[config.mk]
export PLATFORM = sky130hd
export DESIGN_NAME = hazard_stall_ctrl_flat
export DESIGN_NICKNAME = d
export VERILOG_FILES = /design/src/rtl/hazard_stall_ctrl_if.sv /design/src/rtl/hazard_stall_ctrl.sv /design/src/flat_wrapper.sv
export SDC_FILE = /design/constraint.sdc
export NUM_CORES = 1
export LEC_CHECK = 0
export CAP_MARGIN = 10
export CORE_MARGIN = 5
export CORE_UTILIZATION = 47
export CTS_CLUSTER_DIAMETER = 40
export DETAILED_ROUTE_END_ITERATION = 10
export PLACE_DENSITY = 0.8
export SLEW_MARGIN = 20
export SYNTH_ARGS = -nofsm -noshare
export SYNTH_HDL_FRONTEND = slang
export SYNTH_SLANG_ARGS = --single-unit
[constraint.sdc]
create_clock -name clk -period 2.2 [get_ports clk]
set_clock_uncertainty 0.1 [all_clocks]
set_input_delay 0.55 -clock clk [delete_from_list [all_inputs] [get_ports clk]]
set_output_delay 0.55 -clock clk [all_outputs]
set_load 0.01 [all_outputs]
[src/rtl/hazard_stall_ctrl_if.sv]
// hazard_stall_ctrl_if: ID/EX/MEM hazard inputs and stall/flush/freeze outputs of the sequencing controller
interface hazard_stall_ctrl_if #(parameter int CNT_W = 16);
  logic forwardEn, idValid, twoSrc, exWbEn, exMemRead, memWbEn, memReq, memReady, branchTaken;
  logic [3:0] src1, src2, exDest, memDest;
  logic hazard, freeze, flush, memError;
  logic [CNT_W-1:0] stallCnt;
  modport master (
    output forwardEn, idValid, twoSrc, exWbEn, exMemRead, memWbEn, memReq, memReady, branchTaken,
    output src1, src2, exDest, memDest,
    input hazard, freeze, flush, memError, stallCnt
  );
  modport slave (
    input forwardEn, idValid, twoSrc, exWbEn, exMemRead, memWbEn, memReq, memReady, branchTaken,
    input src1, src2, exDest, memDest,
    output hazard, freeze, flush, memError, stallCnt
  );
endinterface

[src/rtl/hazard_stall_ctrl.sv]
// hazard_stall_ctrl: pipeline hold/bubble, SRAM-wait freeze with watchdog abort, and flush control
module hazard_stall_ctrl #(
  parameter int TIMEOUT = 64,
  parameter int CNT_W = 16
) (
  input logic clk,
  input logic rst,
  hazard_stall_ctrl_if.slave bus
);
  localparam int WD_W = (TIMEOUT > 2) ? $clog2(TIMEOUT) : 1;
  typedef enum logic [1:0] {IDLE, BUSY, ABORT} state_t;
  state_t state;
  logic [WD_W-1:0] wd_cnt;
  logic [CNT_W-1:0] stall_cnt;
  logic mem_error, m1, m2, n1, n2, raw, freeze, hazard;
  always_comb begin
    m1 = bus.exWbEn && bus.exDest == bus.src1;
    m2 = bus.twoSrc && bus.exWbEn && bus.exDest == bus.src2;
    n1 = bus.memWbEn && bus.memDest == bus.src1;
    n2 = bus.twoSrc && bus.memWbEn && bus.memDest == bus.src2;
    raw = bus.idValid && (bus.forwardEn ? bus.exMemRead && (m1 || m2) : (m1 || m2 || n1 || n2));
    // the abort cycle releases the pipe even if memReq is still held
    freeze = rst && bus.memReq && !bus.memReady && state != ABORT;
    hazard = raw && !freeze;
  end
  assign bus.hazard = hazard;
  assign bus.freeze = freeze;
  assign bus.flush = bus.branchTaken && !freeze;
  assign bus.memError = mem_error;
  assign bus.stallCnt = stall_cnt;
  always_ff @(posedge clk or negedge rst) begin
    if (!rst) begin
      state <= IDLE;
      wd_cnt <= '0;
      mem_error <= 1'b0;
      stall_cnt <= '0;
    end else begin
      if ((hazard || freeze) && stall_cnt != '1) stall_cnt <= stall_cnt + 1'b1;
      case (state)
        IDLE: if (bus.memReq && !bus.memReady) begin
          state <= BUSY;
          wd_cnt <= '0;
        end
        BUSY: if (!bus.memReq || bus.memReady) state <= IDLE;
          else if (wd_cnt == WD_W'(TIMEOUT - 1)) state <= ABORT;
          else wd_cnt <= wd_cnt + 1'b1;
        default: begin
          state <= IDLE;
          mem_error <= 1'b1;
        end
      endcase
    end
  end
endmodule

[src/flat_wrapper.sv]
// flat-port wrapper written by rule: the top's interface ports become plain ports
module hazard_stall_ctrl_flat 
#(
  parameter int TIMEOUT = 64,
  parameter int CNT_W = 16
)
  (clk, rst, bus_forwardEn, bus_idValid, bus_twoSrc, bus_exWbEn, bus_exMemRead, bus_memWbEn, bus_memReq, bus_memReady, bus_branchTaken, bus_src1, bus_src2, bus_exDest, bus_memDest, bus_hazard, bus_freeze, bus_flush, bus_memError, bus_stallCnt);
  hazard_stall_ctrl_if #(.CNT_W(CNT_W)) bus_i ();
  input logic clk;
  input logic rst;
  input wire logic [$bits(bus_i.forwardEn)-1:0] bus_forwardEn;
  input wire logic [$bits(bus_i.idValid)-1:0] bus_idValid;
  input wire logic [$bits(bus_i.twoSrc)-1:0] bus_twoSrc;
  input wire logic [$bits(bus_i.exWbEn)-1:0] bus_exWbEn;
  input wire logic [$bits(bus_i.exMemRead)-1:0] bus_exMemRead;
  input wire logic [$bits(bus_i.memWbEn)-1:0] bus_memWbEn;
  input wire logic [$bits(bus_i.memReq)-1:0] bus_memReq;
  input wire logic [$bits(bus_i.memReady)-1:0] bus_memReady;
  input wire logic [$bits(bus_i.branchTaken)-1:0] bus_branchTaken;
  input wire logic [$bits(bus_i.src1)-1:0] bus_src1;
  input wire logic [$bits(bus_i.src2)-1:0] bus_src2;
  input wire logic [$bits(bus_i.exDest)-1:0] bus_exDest;
  input wire logic [$bits(bus_i.memDest)-1:0] bus_memDest;
  output wire logic [$bits(bus_i.hazard)-1:0] bus_hazard;
  output wire logic [$bits(bus_i.freeze)-1:0] bus_freeze;
  output wire logic [$bits(bus_i.flush)-1:0] bus_flush;
  output wire logic [$bits(bus_i.memError)-1:0] bus_memError;
  output wire logic [$bits(bus_i.stallCnt)-1:0] bus_stallCnt;
  assign bus_i.forwardEn = bus_forwardEn;
  assign bus_i.idValid = bus_idValid;
  assign bus_i.twoSrc = bus_twoSrc;
  assign bus_i.exWbEn = bus_exWbEn;
  assign bus_i.exMemRead = bus_exMemRead;
  assign bus_i.memWbEn = bus_memWbEn;
  assign bus_i.memReq = bus_memReq;
  assign bus_i.memReady = bus_memReady;
  assign bus_i.branchTaken = bus_branchTaken;
  assign bus_i.src1 = bus_src1;
  assign bus_i.src2 = bus_src2;
  assign bus_i.exDest = bus_exDest;
  assign bus_i.memDest = bus_memDest;
  assign bus_hazard = bus_i.hazard;
  assign bus_freeze = bus_i.freeze;
  assign bus_flush = bus_i.flush;
  assign bus_memError = bus_i.memError;
  assign bus_stallCnt = bus_i.stallCnt;
  hazard_stall_ctrl #(.TIMEOUT(TIMEOUT), .CNT_W(CNT_W)) u_core (.clk(clk), .rst(rst), .bus(bus_i));
endmodule
==> out/summary.txt, run 1 <==
Seq/Total Area, Yosys: 39.8%
Initial antenna violation count: 0
Most used cell, CP: buf_2
PortBufs: 46
Total gr overflow: 0
YS warnings: 0
Initial DRC Count: 111
Root buffer cell: clkbuf_4
Commonest non-fill, non-tap cells in the layout: dfrtp_1, clkdlybuf4s50_1, buf_4, nand2_1, buf_2
P per Cell Area: 535 nW/um^2
Post-DP Area: 2200 um^2
# nets final: 252
Worst path top cell family by delay: compound AO/OA/AOI/OAI gates
CTS tree: done
Maximum root-to-sink buffer count: 2
Max-cap viol count: 0
Clk slew on worst S/H paths: 0.13 ns
Top-Level Pins: 47
Post-route cell area: 2310 um^2
Tmin final: 2.19 ns
Share of cells above drive strength 1: 34.7%
Synth async-reset ratio: 100%
FF+latch count, synth: 25
Crit Path Class: in2out
Avg Synthesized Cell Area: 10.1 um^2
Vias in the first global route: 1,569
Slowest stage cell, crit path: o31ai_4
Crit path launch type: input port
Most common cell after layout, fill and taps aside: dfrtp_1
Max Slew Vio Count: 0
Fmax: 456 MHz
Chip Height: 67.8 um
Detailed Place HPWL: 3150 um
Clk sink count: 25
Final number of hold-violating endpoints: 0
Average wire per standard cell: 15.3 um
Leak Pwr: 0.00106 uW
First-pass GRT wire length: 6820 um
R2R cell count: 8
Post-synth EDFFs: 0
Worst-Skew Late Latency: 0.32 ns
DRC Markers: 0
Worst min-delay path category: reg2reg
Max H-tree Level: 1
Synth area leaders: dfrtp_1, xnor2_1, xor2_1
Post-synth top area cell: dfrtp_1
Top_reg_cell synth: dfrtp_1
DRT Pass-1 Iters: 4
CTS Buf Count: 3
Cts hold-fix bufs: 0
Worst EP arrival: 1.54 ns
Cells along the critical path: buf_2 -> inv_1 -> o21ai_2 -> o22ai_2 -> o31ai_4 -> nor2_1 -> buf_2
Max-slew headroom: 67.3%
GRT Total Usage: 19.8%
Post-Syn Instances: 155
Vias after detailed routing: 1,445
Yosys top cell area share: 39.8%
Die area: 4600 um^2
Routed Antenna Nets: 0
Fill cell count: 265
Max stage delay on crit path: 0.28 ns
Routability congestion estimate: 0.873
Vias per cell: 5.39
Worst Max-Slew Pin Slew: 0.479 ns
RSZ-0062 raised after global routing: true
Crit end category: output port
Finished Core Util: 70.5%
Starting Density: 47.9%
Multi-input gate area: 1030 um^2
WL final: 4110 um
Worst-path maximum fanout: 2
Total power: 1240 uW
Mapped cell area: 1570 um^2
Ant. Diodes: 0
Hold path cells: 1
Outcome: finished, final reports clean
Core area: 3280 um^2
Unique masters post-synth: 42
Critical Path RT: 1.55 ns
Largest net degree at the start of global routing: 26
Levels on crit path: 7
Final Cycle Share: 99.7%
Final setup fails: 0
Max IR drop VDD: 272 uV
Area Growth Syn to Fin: 47.2%
Fin Setup TNS: 0 ns
Syn nets: 184
Seq. cell area: 626 um^2
# rows: 21
Die Span X: 67.8 um
CP Buf/Inv Count: 3
what timing repair did:
item / CTS / global route
buffers inserted: 2 / 0
endpoints found under the setup margin: 19 / 9
pin swaps: 23 / 16
resized for setup: 103 / 25
gates cloned: 0 / 0
area by class of cell:
cell class	count	area share [%]
sequential	25	27.0
clock buffer	4	1.14
multi-input combinational	120	44.4
tap	46	2.49
timing repair buffer	65	23.7
inverter	8	1.30
registers in the layout, summed over array words and instances (netlist names):
| signal | flops |
|---|---|
| u_core.state | 2 |
| u_core.wd_cnt | 6 |
| u_core.bus.memError | 1 |
| u_core.bus.stallCnt | 16 |
cell families (layout without fill, tap and decap cells):
family	after synthesis	after routing	synth area share [%]
compound gates	33	33	18.5
flops	25	25	39.8
fa+ha+maj	2	2	1.59
mux	4	4	2.86
simple gates	55	55	19.9
buf+inv	10	77	2.94
xor+xnor	26	26	14.5
metal layers:
metal | share of wire [%] | track usage (%) | up-vias
li1 | - | - | 689
met3 | 5.8 | 3.94 | 12
met4 | 3.2 | 9.68 | 0
met1 | 40 | 22.3 | 692
met2 | 51 | 35.4 | 52
met5 | 0 | 0 | -
where the power goes:
part | switching [uW] | internal, uW
logic | 199 | 243
registers | 72.9 | 514
clock network | 139 | 71.1
worst register-to-register path: stages, from the launching register on:
cell and delay [ns]:
dfrtp_1 0.45, ha_1 0.25, nand2_1 0.11, nor3_1 0.06, buf_4 0.15, a21oi_1 0.20, nand4_1 0.15, or3_1 0.32
a21oi_1 0.16
synth_stat cells (4+ instances only):
cell type,count
a21oi_1,7
nand2_1,13
inv_1,8
dfrtp_1,25
nand3_1,6
xnor2_1,15
nand4_1,6
xor2_1,11
nand2b_1,5
a211oi_1,4
nor2_1,8
path summary, 6_finish.rpt:
path,slack (ns),startpoint,end
min,0.40,u_core.bus.memError,u_core.bus.memError
min in group asynchronous,0.59,rst,u_core.wd_cnt[1]
max reg2reg,0.18,u_core.wd_cnt[0],u_core.wd_cnt[5]
max,0.006,bus_forwardEn,bus_hazard
min reg2reg,0.40,u_core.bus.memError,u_core.bus.memError
max in group asynchronous,1.17,rst,u_core.wd_cnt[4]
metrics by stage:
step	hold WS, ns	std cells	setup WS, ns
detailed placement	0.378	262	-0.821
global route	0.428	268	-0.0642
CTS	0.410	268	-0.0211
finish	0.401	268	0.00574
global placement	0.352	262	-0.750
floorplan	0.154	155	0.0145
Note: power is estimated with default switching activity, not from simulation.
==> run 2, diff against run 1 <==
--- a/config.mk
+++ b/config.mk
@@ -8,10 +8,9 @@
 export CAP_MARGIN = 10
 export CORE_MARGIN = 5
 export CORE_UTILIZATION = 47
-export CTS_CLUSTER_DIAMETER = 40
+export CTS_CLUSTER_DIAMETER = 120
 export DETAILED_ROUTE_END_ITERATION = 10
 export PLACE_DENSITY = 0.8
-export SLEW_MARGIN = 20
 export SYNTH_ARGS = -nofsm -noshare
 export SYNTH_HDL_FRONTEND = slang
 export SYNTH_SLANG_ARGS = --single-unit
==> results of run 2 <==
The final DEF is identical to that of run 1; final timing and power are the same.
